<file path="src/rtl/pe_inject_eject_if_if.sv">
// Bundle of every handshake and data signal between a PE, its network
// interface and the leaf port of the BTree switch fabric.
//
//   slave  : seen by the network interface (pe_inject_eject_if)
//   master : seen by whatever drives the interface (PE + switch side)
//
// Signals
//   i_pe_data/i_pe_valid, o_pe_ready     PE -> NI inject handshake
//   o_net_data/o_net_valid, i_net_ready  NI -> switch inject handshake
//   i_net_data/i_net_valid, o_net_ready  switch -> NI eject arrival
//   o_ej_data/o_ej_valid                 NI -> PE eject delivery
//   o_misroute                           sticky wrong-destination flag
//   o_inj_count/o_ej_count               traffic counters (0 unless stats built in)
interface pe_inject_eject_if_if #(
  parameter int TotalWidth = 35
);
  logic [TotalWidth-1:0] i_pe_data;
  logic                  i_pe_valid;
  logic                  o_pe_ready;
  logic [TotalWidth-1:0] o_net_data;
  logic                  o_net_valid;
  logic                  i_net_ready;
  logic [TotalWidth-1:0] i_net_data;
  logic                  i_net_valid;
  logic                  o_net_ready;
  logic [TotalWidth-1:0] o_ej_data;
  logic                  o_ej_valid;
  logic                  o_misroute;
  logic [31:0]           o_inj_count;
  logic [31:0]           o_ej_count;

  modport slave (
    input  i_pe_data, i_pe_valid, i_net_ready, i_net_data, i_net_valid,
    output o_pe_ready, o_net_data, o_net_valid, o_net_ready,
           o_ej_data, o_ej_valid, o_misroute, o_inj_count, o_ej_count
  );

  modport master (
    output i_pe_data, i_pe_valid, i_net_ready, i_net_data, i_net_valid,
    input  o_pe_ready, o_net_data, o_net_valid, o_net_ready,
           o_ej_data, o_ej_valid, o_misroute, o_inj_count, o_ej_count
  );
endinterface

</file>
<file path="src/rtl/pe_inject_eject_if.sv">
// Network interface between a processing element and its leaf port on the
// BTree switch fabric.
//   Inject: elastic first-word-fall-through FIFO (Depth entries) decoupling
//           PE issue from switch back-pressure.
//   Eject : one-cycle registered delivery of arriving packets to the PE plus
//           a sticky misroute flag when the destination field != address.
//
// Ports
//   clk  : clock, rising edge
//   rst  : asynchronous, active-low reset
//   bus  : pe_inject_eject_if_if.slave (all handshake/data signals)
//
// Build option
//   PE_IF_STATS_EN : when defined, saturating 32-bit counters of packets
//                    accepted by the switch and packets delivered to the PE;
//                    when undefined the counters do not exist and read 0.
module pe_inject_eject_if #(
  parameter int address      = 0,
  parameter int AddressWidth = 3,
  parameter int DataWidth    = 32,
  parameter int TotalWidth   = 35,
  parameter int Depth        = 4
) (
  input  logic                    clk,
  input  logic                    rst,
  pe_inject_eject_if_if.slave     bus
);

  localparam int PW = $clog2(Depth);
  localparam int CW = PW + 1;
  localparam logic [CW-1:0]           DEPTH_C = CW'(Depth);
  localparam logic [AddressWidth-1:0] ADDR_C  = AddressWidth'(address);

  logic [TotalWidth-1:0] mem [Depth];
  logic [PW-1:0]         wr_ptr;
  logic [PW-1:0]         rd_ptr;
  logic [CW-1:0]         count;
  logic                  pe_ready;
  logic                  net_valid;
  logic                  push;
  logic                  pop;

  logic [TotalWidth-1:0] ej_data_p1;
  logic                  ej_vld_p1;
  logic                  misroute;

  // Ready/valid come from the registered count only, so a pop in the same
  // cycle never opens a slot for a push: no combinational i_net_ready path.
  assign pe_ready  = (count != DEPTH_C);
  assign net_valid = (count != '0);
  assign push      = bus.i_pe_valid & pe_ready;
  assign pop       = net_valid & bus.i_net_ready;

  assign bus.o_pe_ready  = pe_ready;
  assign bus.o_net_valid = net_valid;
  assign bus.o_net_data  = mem[rd_ptr];
  assign bus.o_net_ready = 1'b1;

  // ---- inject stage: FIFO storage (data path, never reset) ----
  always_ff @(posedge clk) begin
    if (push) mem[wr_ptr] <= bus.i_pe_data;
  end

  always_ff @(posedge clk or negedge rst) begin
    if (!rst) begin
      wr_ptr <= '0;
      rd_ptr <= '0;
      count  <= '0;
    end else begin
      if (push) wr_ptr <= wr_ptr + PW'(1);
      if (pop)  rd_ptr <= rd_ptr + PW'(1);
      case ({push, pop})
        2'b10:   count <= count + CW'(1);
        2'b01:   count <= count - CW'(1);
        default: count <= count;
      endcase
    end
  end

  // ---- eject stage p1: registered delivery and misroute detection ----
  always_ff @(posedge clk or negedge rst) begin
    if (!rst) begin
      ej_vld_p1  <= 1'b0;
      ej_data_p1 <= '0;
      misroute   <= 1'b0;
    end else begin
      ej_vld_p1 <= bus.i_net_valid;
      if (bus.i_net_valid) begin
        ej_data_p1 <= bus.i_net_data;
        if (bus.i_net_data[DataWidth +: AddressWidth] != ADDR_C) misroute <= 1'b1;
      end
    end
  end

  assign bus.o_ej_data  = ej_data_p1;
  assign bus.o_ej_valid = ej_vld_p1;
  assign bus.o_misroute = misroute;

`ifdef PE_IF_STATS_EN
  logic [31:0] inj_cnt;
  logic [31:0] ej_cnt;

  function automatic logic [31:0] sat_inc(input logic [31:0] v);
    return (v == 32'hFFFF_FFFF) ? v : v + 32'd1;
  endfunction

  // The eject counter steps on the same edge that raises o_ej_valid, so it
  // always equals the number of deliveries already visible to the PE.
  always_ff @(posedge clk or negedge rst) begin
    if (!rst) begin
      inj_cnt <= '0;
      ej_cnt  <= '0;
    end else begin
      if (pop)             inj_cnt <= sat_inc(inj_cnt);
      if (bus.i_net_valid) ej_cnt  <= sat_inc(ej_cnt);
    end
  end

  assign bus.o_inj_count = inj_cnt;
  assign bus.o_ej_count  = ej_cnt;
`else
  assign bus.o_inj_count = 32'd0;
  assign bus.o_ej_count  = 32'd0;
`endif

endmodule

</file>
<file path="src/flat_wrapper.sv">
// flat-port wrapper written by rule: the top's interface ports become plain ports
module pe_inject_eject_if_flat 
#(
  parameter int address      = 0,
  parameter int AddressWidth = 3,
  parameter int DataWidth    = 32,
  parameter int TotalWidth   = 35,
  parameter int Depth        = 4
)
  (clk, rst, bus_i_pe_data, bus_i_pe_valid, bus_i_net_ready, bus_i_net_data, bus_i_net_valid, bus_o_pe_ready, bus_o_net_data, bus_o_net_valid, bus_o_net_ready, bus_o_ej_data, bus_o_ej_valid, bus_o_misroute, bus_o_inj_count, bus_o_ej_count);
  pe_inject_eject_if_if #(.TotalWidth(TotalWidth)) bus_i ();
  input  logic clk;
  input  logic rst;
  input wire logic [$bits(bus_i.i_pe_data)-1:0] bus_i_pe_data;
  input wire logic [$bits(bus_i.i_pe_valid)-1:0] bus_i_pe_valid;
  input wire logic [$bits(bus_i.i_net_ready)-1:0] bus_i_net_ready;
  input wire logic [$bits(bus_i.i_net_data)-1:0] bus_i_net_data;
  input wire logic [$bits(bus_i.i_net_valid)-1:0] bus_i_net_valid;
  output wire logic [$bits(bus_i.o_pe_ready)-1:0] bus_o_pe_ready;
  output wire logic [$bits(bus_i.o_net_data)-1:0] bus_o_net_data;
  output wire logic [$bits(bus_i.o_net_valid)-1:0] bus_o_net_valid;
  output wire logic [$bits(bus_i.o_net_ready)-1:0] bus_o_net_ready;
  output wire logic [$bits(bus_i.o_ej_data)-1:0] bus_o_ej_data;
  output wire logic [$bits(bus_i.o_ej_valid)-1:0] bus_o_ej_valid;
  output wire logic [$bits(bus_i.o_misroute)-1:0] bus_o_misroute;
  output wire logic [$bits(bus_i.o_inj_count)-1:0] bus_o_inj_count;
  output wire logic [$bits(bus_i.o_ej_count)-1:0] bus_o_ej_count;
  assign bus_i.i_pe_data = bus_i_pe_data;
  assign bus_i.i_pe_valid = bus_i_pe_valid;
  assign bus_i.i_net_ready = bus_i_net_ready;
  assign bus_i.i_net_data = bus_i_net_data;
  assign bus_i.i_net_valid = bus_i_net_valid;
  assign bus_o_pe_ready = bus_i.o_pe_ready;
  assign bus_o_net_data = bus_i.o_net_data;
  assign bus_o_net_valid = bus_i.o_net_valid;
  assign bus_o_net_ready = bus_i.o_net_ready;
  assign bus_o_ej_data = bus_i.o_ej_data;
  assign bus_o_ej_valid = bus_i.o_ej_valid;
  assign bus_o_misroute = bus_i.o_misroute;
  assign bus_o_inj_count = bus_i.o_inj_count;
  assign bus_o_ej_count = bus_i.o_ej_count;
  pe_inject_eject_if #(.address(address), .AddressWidth(AddressWidth), .DataWidth(DataWidth), .TotalWidth(TotalWidth), .Depth(Depth)) u_core (.clk(clk), .rst(rst), .bus(bus_i));
endmodule
</file>
<file path="config.mk">
export PLATFORM = sky130hd
export DESIGN_NAME = pe_inject_eject_if_flat
export DESIGN_NICKNAME = d
export VERILOG_FILES = /design/src/rtl/pe_inject_eject_if_if.sv /design/src/rtl/pe_inject_eject_if.sv /design/src/flat_wrapper.sv
export SDC_FILE = /design/constraint.sdc
export NUM_CORES = 1
export LEC_CHECK = 0
export BUFFER_PORTS_ARGS = -buffer_cell sky130_fd_sc_hd__buf_2
export CORE_MARGIN = 2
export CORE_UTILIZATION = 23
export DETAILED_ROUTE_END_ITERATION = 10
export PLACE_DENSITY_LB_ADDON = 0.08
export SLEW_MARGIN = 5
export SYNTH_ARGS = -nofsm -noshare
export SYNTH_HDL_FRONTEND = slang
export SYNTH_SLANG_ARGS = --single-unit
</file>
<file path="constraint.sdc">
create_clock -name clk -period 3.72 [get_ports clk]
set_input_delay 0 -clock clk [delete_from_list [all_inputs] [get_ports clk]]
set_output_delay 0 -clock clk [all_outputs]
set_load 0.005 [all_outputs]
</file>
==> results.yml <==
status:
  run_status: "complete, no violations"
floorplan:
  rows: 65
  die-height_um: 182.4
  die_w_um: 182.4
  dieArea_um2: 33280
  core_um2: 31470
  start_util: 0.2326
  io_pins: 214
clock_network:
  clk_path_buf_depth: 2
  cts_tree: "yes"
  path_clk_slew_ns: 0.07
  cts_made_buffers: 17
  post-cts-setup-buffer-count: 0
  cts-root-buf: "clkbuf_16"
  cts.sinks: 184
  insertion_delay_ns: 0.43
  ctsHtreeMaxLevel: 4
detailed_routing:
  initialDrtViolationCount: 131
  top_layer_used: "met5"
  vias: 3805
  met1Wirelength_um: 6530
  viasPerCell: 3.771
  wl_met2_um: 7657
  ant_nets: 0
  drc: 0
  first_pass_iters: 4
  drt-total-wl_um: 15640
  drt-wirelength-per-cell_um: 15.50
  wl_met3_um: 1205
sta:
  max_clock_freq_ghz: 0.4277
  fin_worst_skew_ns: 0.008574
  hold_viol: 0
  fin_ws_ns: 1.382
  rsz0062_at_grt: "false"
  maxSlewHeadroom: 0.2844
  slew_viol_final: 0
  min_period_ns: 2.338
  post-route-period-util: 0.6285
  setup_viol: 0
  worst_pin_slew_ns: 1.073
  setup_tns_ns: 0
yosys:
  synth_edf_count: 140
  synthesis.yosys.warnings: 0
  synth_common_cells: "140 x edfxtp_1, 69 x buf_4, 44 x dfrtp_1"
  ys_top_cells_by_area: "edfxtp_1 57%, dfrtp_1 15%, mux4_2 11%"
  yosysMostFrequentCell: "edfxtp_1"
  async_flop_share: 0.2391
  syn_area_um2: 7322
  synth-seq-cells: 184
  ys_types: 25
  syn_inst: 365
  seq_area_frac_synth: 0.7245
  synth_top_area_cell: "edfxtp_1"
  post_synth.cell_area_avg_um2: 20.06
  synthDominantCellAreaShare: 0.5742
  ys.flop_type: "edfxtp_1"
placement:
  dpl_worst_slack_ns: 1.516
  post-place-cells: 903
  place_congestion: 0.6579
  port_buffers: 148
  hpwl_um: 9630
power:
  intPower_mw: 4.478
  p_sw_frac: 0.2888
  peakVddDrop_uv: 317.3
  p_sw_mw: 1.819
  p_comb_frac: 0.241
  p_per_area_nw_per_um2: 654.7
  p_leak_nw: 3.701
  p_seq_frac: 0.461
  p_clk_frac: 0.297
job:
  maxCapViolCount: 0
global_routing:
  grtUsageTotal: 0.09681
  antenna_found_initial: 1
  grt_first_pass_wirelength_um: 23810
  grt_pass1_vias: 4165
  grt_max_degree: 45
  overflow: 0
layout:
  num_antenna_cells: 0
  area_growth_pct: 31.34
  utilization: 0.3055
  fin_cells: 1009
  drive_gt1_frac: 0.4316
  final_nets: 675
worst_hold_path:
  hold_path_class: "in -> reg"
worst_setup_path:
  worstSetupStartpointType: "flop"
  end_kind: "output port"
  cp.required_ns: 3.72
  r2r_setup_slack_ns: 1.52
  path_max_fanout: 19
  worstPathArrival_ns: 2.34
  critical_path_class: "reg -> out"
## registers in the layout, summed over array words and instances (netlist names)
signal	count
u_core.count	3
u_core.rd_ptr	2
u_core.bus.o_ej_data	35
u_core.wr_ptr	2
u_core.mem	140
u_core.bus.o_ej_valid	1
u_core.bus.o_misroute	1
## metrics by stage
step	hold WS [ns]	area (µm²)	power (mW)
6_report	0.1103	9617	6.296
2_1_floorplan	-0.2956	7559	3.817
3_3_place_gp	0.2151	8264	4.480
4_1_cts	0.1130	9617	6.458
3_5_place_dp	0.2181	8264	4.497
5_1_grt	0.1514	9617	6.692
## worst max-delay path: stages, from the launching register on
cell     delay (ns)
dfrtp_2        0.81
buf_4          0.38
mux4_2         0.56
buf_2          0.15
## final timing paths
| check | endpoint | start | cells after the start |
|---|---|---|---|
| min in group asynchronous | u_core.bus.o_ej_data[7] | rst | 2 |
| min | u_core.bus.o_ej_valid | bus_i_net_valid | 1 |
| max reg2reg | u_core.count[2] | u_core.count[0] | 9 |
| max | bus_o_net_data[26] | u_core.rd_ptr[0] | 3 |
| min reg2reg | u_core.bus.o_misroute | u_core.bus.o_misroute | 1 |
| max in group asynchronous | u_core.rd_ptr[1] | rst | 2 |
## power groups by stage
stage	clock [mW]	combinational, mW	sequential [mW]
after floorplan	0	1.06	2.76
final	1.87	1.52	2.90
after detailed placement	0	1.53	2.97
after global routing	2.02	1.70	2.97
after CTS	1.93	1.60	2.93
after global placement	0	1.53	2.95
## area by class of cell
cell class | instances | area (µm²)
tap | 402 | 503.0
sequential | 184 | 5308
multi-input combinational | 161 | 1675
clock inverter | 15 | 186.4
fill | 3130 | 21860
inverter | 6 | 22.52
clock buffer | 17 | 425.4
timing repair buffer | 224 | 1496
## cells in the final DEF, fill, tap and decap left out, types with 2 or more instances in the layout
cell type      netlist  final
mux4_2              35     35
buf_4               69      2
buf_2                6    148
clkinvlp_4           0      2
xnor2_1              3      3
inv_1                6      6
xor2_1               3      3
mux2_2              35     35
inv_6                0      5
clkbuf_16            0     17
dfrtp_1             44     42
bufinv_16            0      2
ha_1                 5      5
dfrtp_2              0      2
inv_8                0      2
conb_1               2     65
dlygate4sd3_1        0     74
clkinv_8             0      2
edfxtp_1           140    140
and3_2               4      4
## per-layer routing
| layer | GRT usage | up-vias |
|---|---|---|
| met3 | 0.04131 | 15 |
| met4 | 0.03194 | 2 |
| li1 | - | 1721 |
| met1 | 0.1144 | 1923 |
| met2 | 0.1591 | 144 |
| met5 | 0 | - |
## cells by family (layout without fill, tap and decap cells)
group	count (synthesis)	count (layout)	share of synthesized area
flip-flops	184	184	0.7245
buffers and inverters	83	262	0.07895
multiplexers	72	72	0.1649
AND/OR/NAND/NOR	10	10	0.009740
adder cells (fa/ha/maj)	6	6	0.01128
XOR/XNOR	6	6	0.007178
other	2	65	0.001026
AO/OA/AOI/OAI	2	2	0.002393
## repair_timing
action	CTS	global route
hold buffers	74	0
endpoints found under the hold margin	223	0
resized for setup	0	0
Note: power is estimated with default switching activity, not from simulation.
